$ cat src/rtl/mvu_act_buffer_if.sv
// Activation stream interface of mvu_act_buffer: upstream word input and PE-side word output.
// The master is the environment (upstream + PE array); the slave is the buffer.
interface mvu_act_buffer_if #(
    parameter int unsigned W = 8
);
    logic         in_v;
    logic         in_rdy;
    logic [W-1:0] in_act;
    logic         out_v;
    logic         out_rdy;
    logic [W-1:0] out_act;
    logic         sf_last;
    logic         nf_last;

    modport master (
        output in_v, in_act, out_rdy,
        input  in_rdy, out_v, out_act, sf_last, nf_last
    );

    modport slave (
        input  in_v, in_act, out_rdy,
        output in_rdy, out_v, out_act, sf_last, nf_last
    );
endinterface

$ cat src/rtl/mvu_act_buffer.sv
// Input activation buffer for the MVU PE array: passes the first pass of a vector straight
// through while storing it, then replays it NF-1 more times with fold markers.
module mvu_act_buffer #(
    parameter int unsigned SIMD    = 2,
    parameter int unsigned PE      = 2,
    parameter int unsigned TSrcI   = 4,
    parameter int unsigned MatrixW = 8,
    parameter int unsigned MatrixH = 6
) (
    input  logic                clk,
    input  logic                rst,
    mvu_act_buffer_if.slave     bus
);
    localparam int unsigned W    = SIMD * TSrcI;
    localparam int unsigned SF   = MatrixW / SIMD;
    localparam int unsigned NF   = MatrixH / PE;
    localparam int unsigned SF_W = (SF > 1) ? $clog2(SF) : 1;
    localparam int unsigned NF_W = (NF > 1) ? $clog2(NF) : 1;

    if ((MatrixW % SIMD) != 0 || MatrixW < SIMD) begin : g_bad_matrix_w
        $error("mvu_act_buffer: MatrixW must be a non-zero multiple of SIMD");
    end
    if ((MatrixH % PE) != 0 || MatrixH < PE) begin : g_bad_matrix_h
        $error("mvu_act_buffer: MatrixH must be a non-zero multiple of PE");
    end

    typedef enum logic {
        S_WRITE = 1'b0,
        S_READ  = 1'b1
    } state_t;

    state_t            state;
    logic [SF_W-1:0]   sf_cnt;
    logic [NF_W-1:0]   nf_cnt;
    logic [W-1:0]      mem [SF];
    logic              at_sf_end;
    logic              at_nf_end;
    logic              hs;

    assign at_sf_end = (sf_cnt == SF_W'(SF - 1));
    assign at_nf_end = (nf_cnt == NF_W'(NF - 1));
    assign hs        = bus.out_v & bus.out_rdy;

    // Output steering: zero-latency pass-through while writing, stored replay while reading
    always_comb begin
        bus.out_v   = 1'b0;
        bus.in_rdy  = 1'b0;
        bus.out_act = bus.in_act;
        bus.sf_last = at_sf_end;
        bus.nf_last = at_nf_end;
        if (state == S_WRITE) begin
            bus.out_v  = bus.in_v & ~rst;
            bus.in_rdy = bus.out_rdy & ~rst;
        end else begin
            bus.out_v   = ~rst;
            bus.out_act = mem[sf_cnt];
        end
    end

    // Fold counters and pass state; a handshake on the last fold of the last pass rearms WRITE
    always_ff @(posedge clk) begin
        if (rst) begin
            state  <= S_WRITE;
            sf_cnt <= '0;
            nf_cnt <= '0;
        end else if (hs) begin
            if (at_sf_end) begin
                sf_cnt <= '0;
                if (at_nf_end) begin
                    nf_cnt <= '0;
                    state  <= S_WRITE;
                end else begin
                    nf_cnt <= nf_cnt + NF_W'(1);
                    state  <= S_READ;
                end
            end else begin
                sf_cnt <= sf_cnt + SF_W'(1);
            end
        end
    end

    // Vector storage is not reset; every entry is rewritten before it is replayed
    always_ff @(posedge clk) begin
        if (state == S_WRITE && hs) begin
            mem[sf_cnt] <= bus.in_act;
        end
    end
endmodule
$ cat src/flat_wrapper.sv
// flat-port wrapper written by rule: the top's interface ports become plain ports
module mvu_act_buffer_flat 
#(
    parameter int unsigned SIMD    = 2,
    parameter int unsigned PE      = 2,
    parameter int unsigned TSrcI   = 4,
    parameter int unsigned MatrixW = 8,
    parameter int unsigned MatrixH = 6
)
  (clk, rst, bus_in_v, bus_in_act, bus_out_rdy, bus_in_rdy, bus_out_v, bus_out_act, bus_sf_last, bus_nf_last);
  mvu_act_buffer_if bus_i ();
  input  logic clk;
  input  logic rst;
  input wire logic [$bits(bus_i.in_v)-1:0] bus_in_v;
  input wire logic [$bits(bus_i.in_act)-1:0] bus_in_act;
  input wire logic [$bits(bus_i.out_rdy)-1:0] bus_out_rdy;
  output wire logic [$bits(bus_i.in_rdy)-1:0] bus_in_rdy;
  output wire logic [$bits(bus_i.out_v)-1:0] bus_out_v;
  output wire logic [$bits(bus_i.out_act)-1:0] bus_out_act;
  output wire logic [$bits(bus_i.sf_last)-1:0] bus_sf_last;
  output wire logic [$bits(bus_i.nf_last)-1:0] bus_nf_last;
  assign bus_i.in_v = bus_in_v;
  assign bus_i.in_act = bus_in_act;
  assign bus_i.out_rdy = bus_out_rdy;
  assign bus_in_rdy = bus_i.in_rdy;
  assign bus_out_v = bus_i.out_v;
  assign bus_out_act = bus_i.out_act;
  assign bus_sf_last = bus_i.sf_last;
  assign bus_nf_last = bus_i.nf_last;
  mvu_act_buffer #(.SIMD(SIMD), .PE(PE), .TSrcI(TSrcI), .MatrixW(MatrixW), .MatrixH(MatrixH)) u_core (.clk(clk), .rst(rst), .bus(bus_i));
endmodule
$ cat config.mk
export PLATFORM = sky130hd
export DESIGN_NAME = mvu_act_buffer_flat
export DESIGN_NICKNAME = d
export VERILOG_FILES = /design/src/rtl/mvu_act_buffer_if.sv /design/src/rtl/mvu_act_buffer.sv /design/src/flat_wrapper.sv
export SDC_FILE = /design/constraint.sdc
export NUM_CORES = 1
export LEC_CHECK = 0
export BUFFER_PORTS_ARGS = -buffer_cell sky130_fd_sc_hd__buf_2
export CAP_MARGIN = 20
export CORE_ASPECT_RATIO = 0.9
export CORE_MARGIN = 2
export CORE_UTILIZATION = 50
export DETAILED_ROUTE_END_ITERATION = 6
export GPL_ROUTABILITY_DRIVEN = 0
export PLACE_DENSITY = 0.71
export SETUP_SLACK_MARGIN = 0.15
export SYNTH_ARGS = -nofsm -noshare
export SYNTH_HDL_FRONTEND = slang
export SYNTH_SLANG_ARGS = --single-unit
$ cat constraint.sdc
create_clock -name clk -period 3.88 [get_ports clk]
set_input_delay 0.388 -clock clk [delete_from_list [all_inputs] [get_ports clk]]
set_output_delay 0.388 -clock clk [all_outputs]
set_load 0.005 [all_outputs]
==> flow_summary.html <==
<table>
<tr><th>Metric</th><th>Value</th></tr>
<tr><th colspan="2">Outcome</th></tr>
<tr><td>Run status</td><td>finished, final reports clean</td></tr>
<tr><th colspan="2">Layout</th></tr>
<tr><td>Post-route standard cell area excluding fillers</td><td>~1800 um^2</td></tr>
<tr><td>Final antenna diode count</td><td>0</td></tr>
<tr><td>Fraction of final layout cells with drive strength greater than 1</td><td>0.381</td></tr>
<tr><td>Signed area change from the synthesized netlist to the final layout</td><td>11.3%</td></tr>
<tr><td>Count of nets after finishing</td><td>between 100 and 150</td></tr>
<tr><td>Top library cells by usage in the layout, fill and taps aside</td><td>sky130_fd_sc_hd__edfxtp_1, sky130_fd_sc_hd__buf_2, sky130_fd_sc_hd__mux4_2, sky130_fd_sc_hd__mux2_4, sky130_fd_sc_hd__dfxtp_1</td></tr>
<tr><td>Area used by multi-input combinational logic</td><td>about 500 um^2</td></tr>
<tr><td>Sequential Area</td><td>about 1100 um^2</td></tr>
<tr><td>Filler cell count in the final layout</td><td>about 250</td></tr>
<tr><td>Most common cell after layout, fill and taps aside</td><td>sky130_fd_sc_hd__edfxtp_1</td></tr>
<tr><th colspan="2">Timing</th></tr>
<tr><td>Summed negative setup slack over all endpoints</td><td>0 ns</td></tr>
<tr><td>Fmax</td><td>421 MHz</td></tr>
<tr><td>Relative slew slack</td><td>0.567</td></tr>
<tr><td>Slew @ Worst Pin</td><td>about 0.65 ns</td></tr>
<tr><td>Post-route fraction of the period consumed by the critical path</td><td>0.612</td></tr>
<tr><td>Fin crit period</td><td>about 2.4 ns</td></tr>
<tr><td>Skew final</td><td>0.0100 ns</td></tr>
<tr><td>Count of final hold-check violations</td><td>0</td></tr>
<tr><td>Setup repair after global routing missed its margin</td><td>no</td></tr>
<tr><td>Setup Viol. Count Final</td><td>0</td></tr>
<tr><td>Final Max Tran Viols</td><td>0</td></tr>
<tr><th colspan="2">Worst setup path</th></tr>
<tr><td>Slowest cell on the critical path</td><td>sky130_fd_sc_hd__dfxtp_1</td></tr>
<tr><td>Startpoint type of the worst setup path</td><td>register</td></tr>
<tr><td>WP data required</td><td>roughly 3.5 ns</td></tr>
<tr><td>Cell-by-cell listing of the critical path</td><td>mux4_2 -&gt; mux2_4 -&gt; buf_2</td></tr>
<tr><td>Cell family with the largest share of critical-path delay</td><td>multiplexers</td></tr>
<tr><td>Critical path capture point type</td><td>output port</td></tr>
<tr><td>Worst setup path class</td><td>register to output port</td></tr>
<tr><td>Crit path buf inv count</td><td>1</td></tr>
<tr><td>Maximum net fanout on the critical path</td><td>8</td></tr>
<tr><td>Delay of the slowest cell on the worst path</td><td>roughly 0.67 ns</td></tr>
<tr><td>Arrival time at the worst endpoint</td><td>just under 2 ns</td></tr>
<tr><th colspan="2">CTS</th></tr>
<tr><td>H-Tree Depth</td><td>2</td></tr>
<tr><td>Number of clock sinks</td><td>39</td></tr>
<tr><td>Post-cts resize count</td><td>0</td></tr>
<tr><td>Clock slew at reported path FFs</td><td>roughly 0.11 ns</td></tr>
<tr><td>Number of buffers added by the clock tree synthesis step</td><td>5</td></tr>
<tr><td>Clk root buf</td><td>sky130_fd_sc_hd__clkbuf_4</td></tr>
<tr><td>Post-CTS setup buffer count</td><td>0</td></tr>
<tr><td>Clock tree from TritonCTS</td><td>yes</td></tr>
<tr><td>Maximum buffer depth of the clock tree</td><td>2</td></tr>
<tr><td>Count of hold-fix buffers inserted at cts</td><td>0</td></tr>
<tr><td>Clock Latency Late Sink</td><td>between 0.3 and 0.4 ns</td></tr>
<tr><th colspan="2">Pwr</th></tr>
<tr><td>P per Cell Area</td><td>around 380 nW/um^2</td></tr>
<tr><td>Total power after layout</td><td>0.697 mW</td></tr>
<tr><td>Static Leak</td><td>between 0.6 and 0.7 nW</td></tr>
<tr><td>Worst voltage drop across the vdd grid</td><td>about 0.00024 V</td></tr>
<tr><th colspan="2">Die</th></tr>
<tr><td>Overall die area</td><td>between 3000 and 4000 um^2</td></tr>
<tr><td>Horizontal extent of the die</td><td>between 60 and 70 um</td></tr>
<tr><td>Boundary pin count</td><td>24</td></tr>
<tr><td>Die Height</td><td>58.4 um</td></tr>
<tr><td>Total number of placement rows</td><td>19</td></tr>
<tr><td>Core area</td><td>3090 um^2</td></tr>
<tr><td>Initial core utilization</td><td>0.532</td></tr>
<tr><th colspan="2">Global routing</th></tr>
<tr><td>Wire length of the first global-routing pass</td><td>4020 um</td></tr>
<tr><td>Antenna violations before repair</td><td>0</td></tr>
<tr><td>All-layer global routing usage</td><td>0.155</td></tr>
<tr><td>Total congestion overflow</td><td>0</td></tr>
<tr><td>Number of global-route vias before repair</td><td>around 830</td></tr>
<tr><td>Pin count of the biggest net entering global routing</td><td>13</td></tr>
<tr><th colspan="2">Detailed routing</th></tr>
<tr><td>Remaining number of nets flagged by the antenna check after routing</td><td>0</td></tr>
<tr><td>Average vias per placed instance</td><td>around 5.3</td></tr>
<tr><td>Count of routing violations after the opening detailed-route iteration</td><td>32</td></tr>
<tr><td>Detailed-route wire length per cell</td><td>roughly 16 um</td></tr>
<tr><td>First-pass iteration count of the detailed router</td><td>4</td></tr>
<tr><td>Aggregate routed wire length</td><td>between 2000 and 3000 um</td></tr>
<tr><td>Residual DRC</td><td>0</td></tr>
<tr><td>Routed vias</td><td>approximately 850</td></tr>
<tr><th colspan="2">Synth</th></tr>
<tr><td>Parity-gate share of the synthesized area counting xor and xnor cells</td><td>0</td></tr>
<tr><td>Largest cells by area after synthesis</td><td>sky130_fd_sc_hd__edfxtp_1, sky130_fd_sc_hd__mux4_2, sky130_fd_sc_hd__dfxtp_1</td></tr>
<tr><td>Dominant combinational cell family by area after synthesis</td><td>multiplexers</td></tr>
<tr><td>Number of flip-flops and latches in the synthesized netlist</td><td>39</td></tr>
<tr><td>Post-Synthesis Mean Instance Area</td><td>around 18 um^2</td></tr>
<tr><td>Area share of fa/ha/maj cells after synthesis</td><td>0.0304</td></tr>
<tr><td>Sequential element share of the synthesized area</td><td>0.670</td></tr>
<tr><td>Share of synthesized cell area in and, or, nand and nor gates</td><td>0.0586</td></tr>
<tr><td>Mux cell area share after synthesis</td><td>0.183</td></tr>
<tr><td>Compound-cell area share of the yosys netlist</td><td>0.0312</td></tr>
<tr><td>Cell count after synthesis</td><td>92</td></tr>
<tr><td>Synth top area share</td><td>0.584</td></tr>
<tr><td>Netlist area before placement</td><td>1640 um^2</td></tr>
<tr><td>YS warnings</td><td>0</td></tr>
<tr><td>Number of distinct library cell variants in the gate-level netlist after synthesis</td><td>23</td></tr>
<tr><td>Post-Synthesis Net Count</td><td>around 110</td></tr>
<tr><td>Cell type with the highest aggregate area in the netlist</td><td>sky130_fd_sc_hd__edfxtp_1</td></tr>
<tr><th colspan="2">Placement</th></tr>
<tr><td>I/O Buffers</td><td>23</td></tr>
<tr><td>Detailed Place HPWL</td><td>between 1500 and 2000 um</td></tr>
<tr><td>Placed cell area</td><td>1780 um^2</td></tr>
<tr><th colspan="2">Worst hold path</th></tr>
<tr><td>Type of the tightest min-delay check</td><td>input port to register</td></tr>
<tr><th colspan="2">Flow run</th></tr>
<tr><td>Max-cap violations</td><td>0</td></tr>
</table>
[cell usage after synthesis, drive strengths merged]
cell and n:
mux2 8, ha 4, clkbuf 3, inv 4
mux4 8, a211o 1, and3 4, and3b 1
a211oi 1, a41o 1, nand3 3, nor3b 2
edfxtp 32, nor2b 2, or2 1, o21ai 2
or3 1, nand2 2, buf 2, dfxtp 7
a21oi 3
[power by group]
group	switching (mW)	leakage, nW	internal, mW
sequential	0.00608	0.346	0.458
clock	0.117	0.0265	0.0722
combinational	0.0190	0.293	0.0252
total	0.142	0.666	0.555
[sequential cells by signal (all words and copies together) (netlist names), named ones only]
name,cells
u_core.state,1
u_core.nf_cnt,2
u_core.sf_cnt,2
u_core.mem,32
[worst paths after layout]
path | cells past startpoint | slack [ns] | startpoint | to
max | 3 | 1.51 | register | bus_out_act[0]
max reg2reg | 2 | 2.04 | u_core.state | u_core.mem[0][6]
min reg2reg | 1 | 0.47 | u_core.nf_cnt[1] | u_core.nf_cnt[1]
min | 1 | 0.27 | bus_in_act[2] | u_core.mem[2][2]
[metrics by stage]
| stage | cells | hold slack (ns) | setup WS [ns] | util |
|---|---|---|---|---|
| floorplan | 92 | 0.425 | 2.29 | - |
| global placement | 152 | 0.445 | 1.86 | 0.577 |
| detailed placement | 152 | 0.450 | 1.83 | 0.577 |
| global route | 160 | 0.248 | 1.37 | 0.592 |
| finish | 160 | 0.271 | 1.51 | 0.592 |
| CTS | 160 | 0.267 | 1.45 | 0.592 |
[kinds of logic after synthesis]
logic type | Yosys count
AOI/OAI and AO/OA | 8
muxes | 16
buffers and inverters | 9
and+or+nand+nor | 16
DFF | 39
adders and majority gates | 4
[routing by layer]
layer	vias up	wire [um]	track usage
met2	22	1190	0.244
li1	408	-	-
met1	419	1150	0.181
met4	0	48	0.0729
met3	4	133	0.0746
met5	-	0	0
[final cells by class]
type	instances	area share
Multi-Input combinational cell	44	0.272
Clock buffer	8	0.0267
Timing Repair Buffer	23	0.0629
Sequential cell	39	0.602
Tap cell	42	0.0287
Inverter	4	0.00820
[worst register-to-register path: cells and delay by family, from the launching register on]
family,cells,cell delay [ns]
DFF,1,0.52
and+or+nand+nor,2,0.98
(Power assumes the default switching activity.)
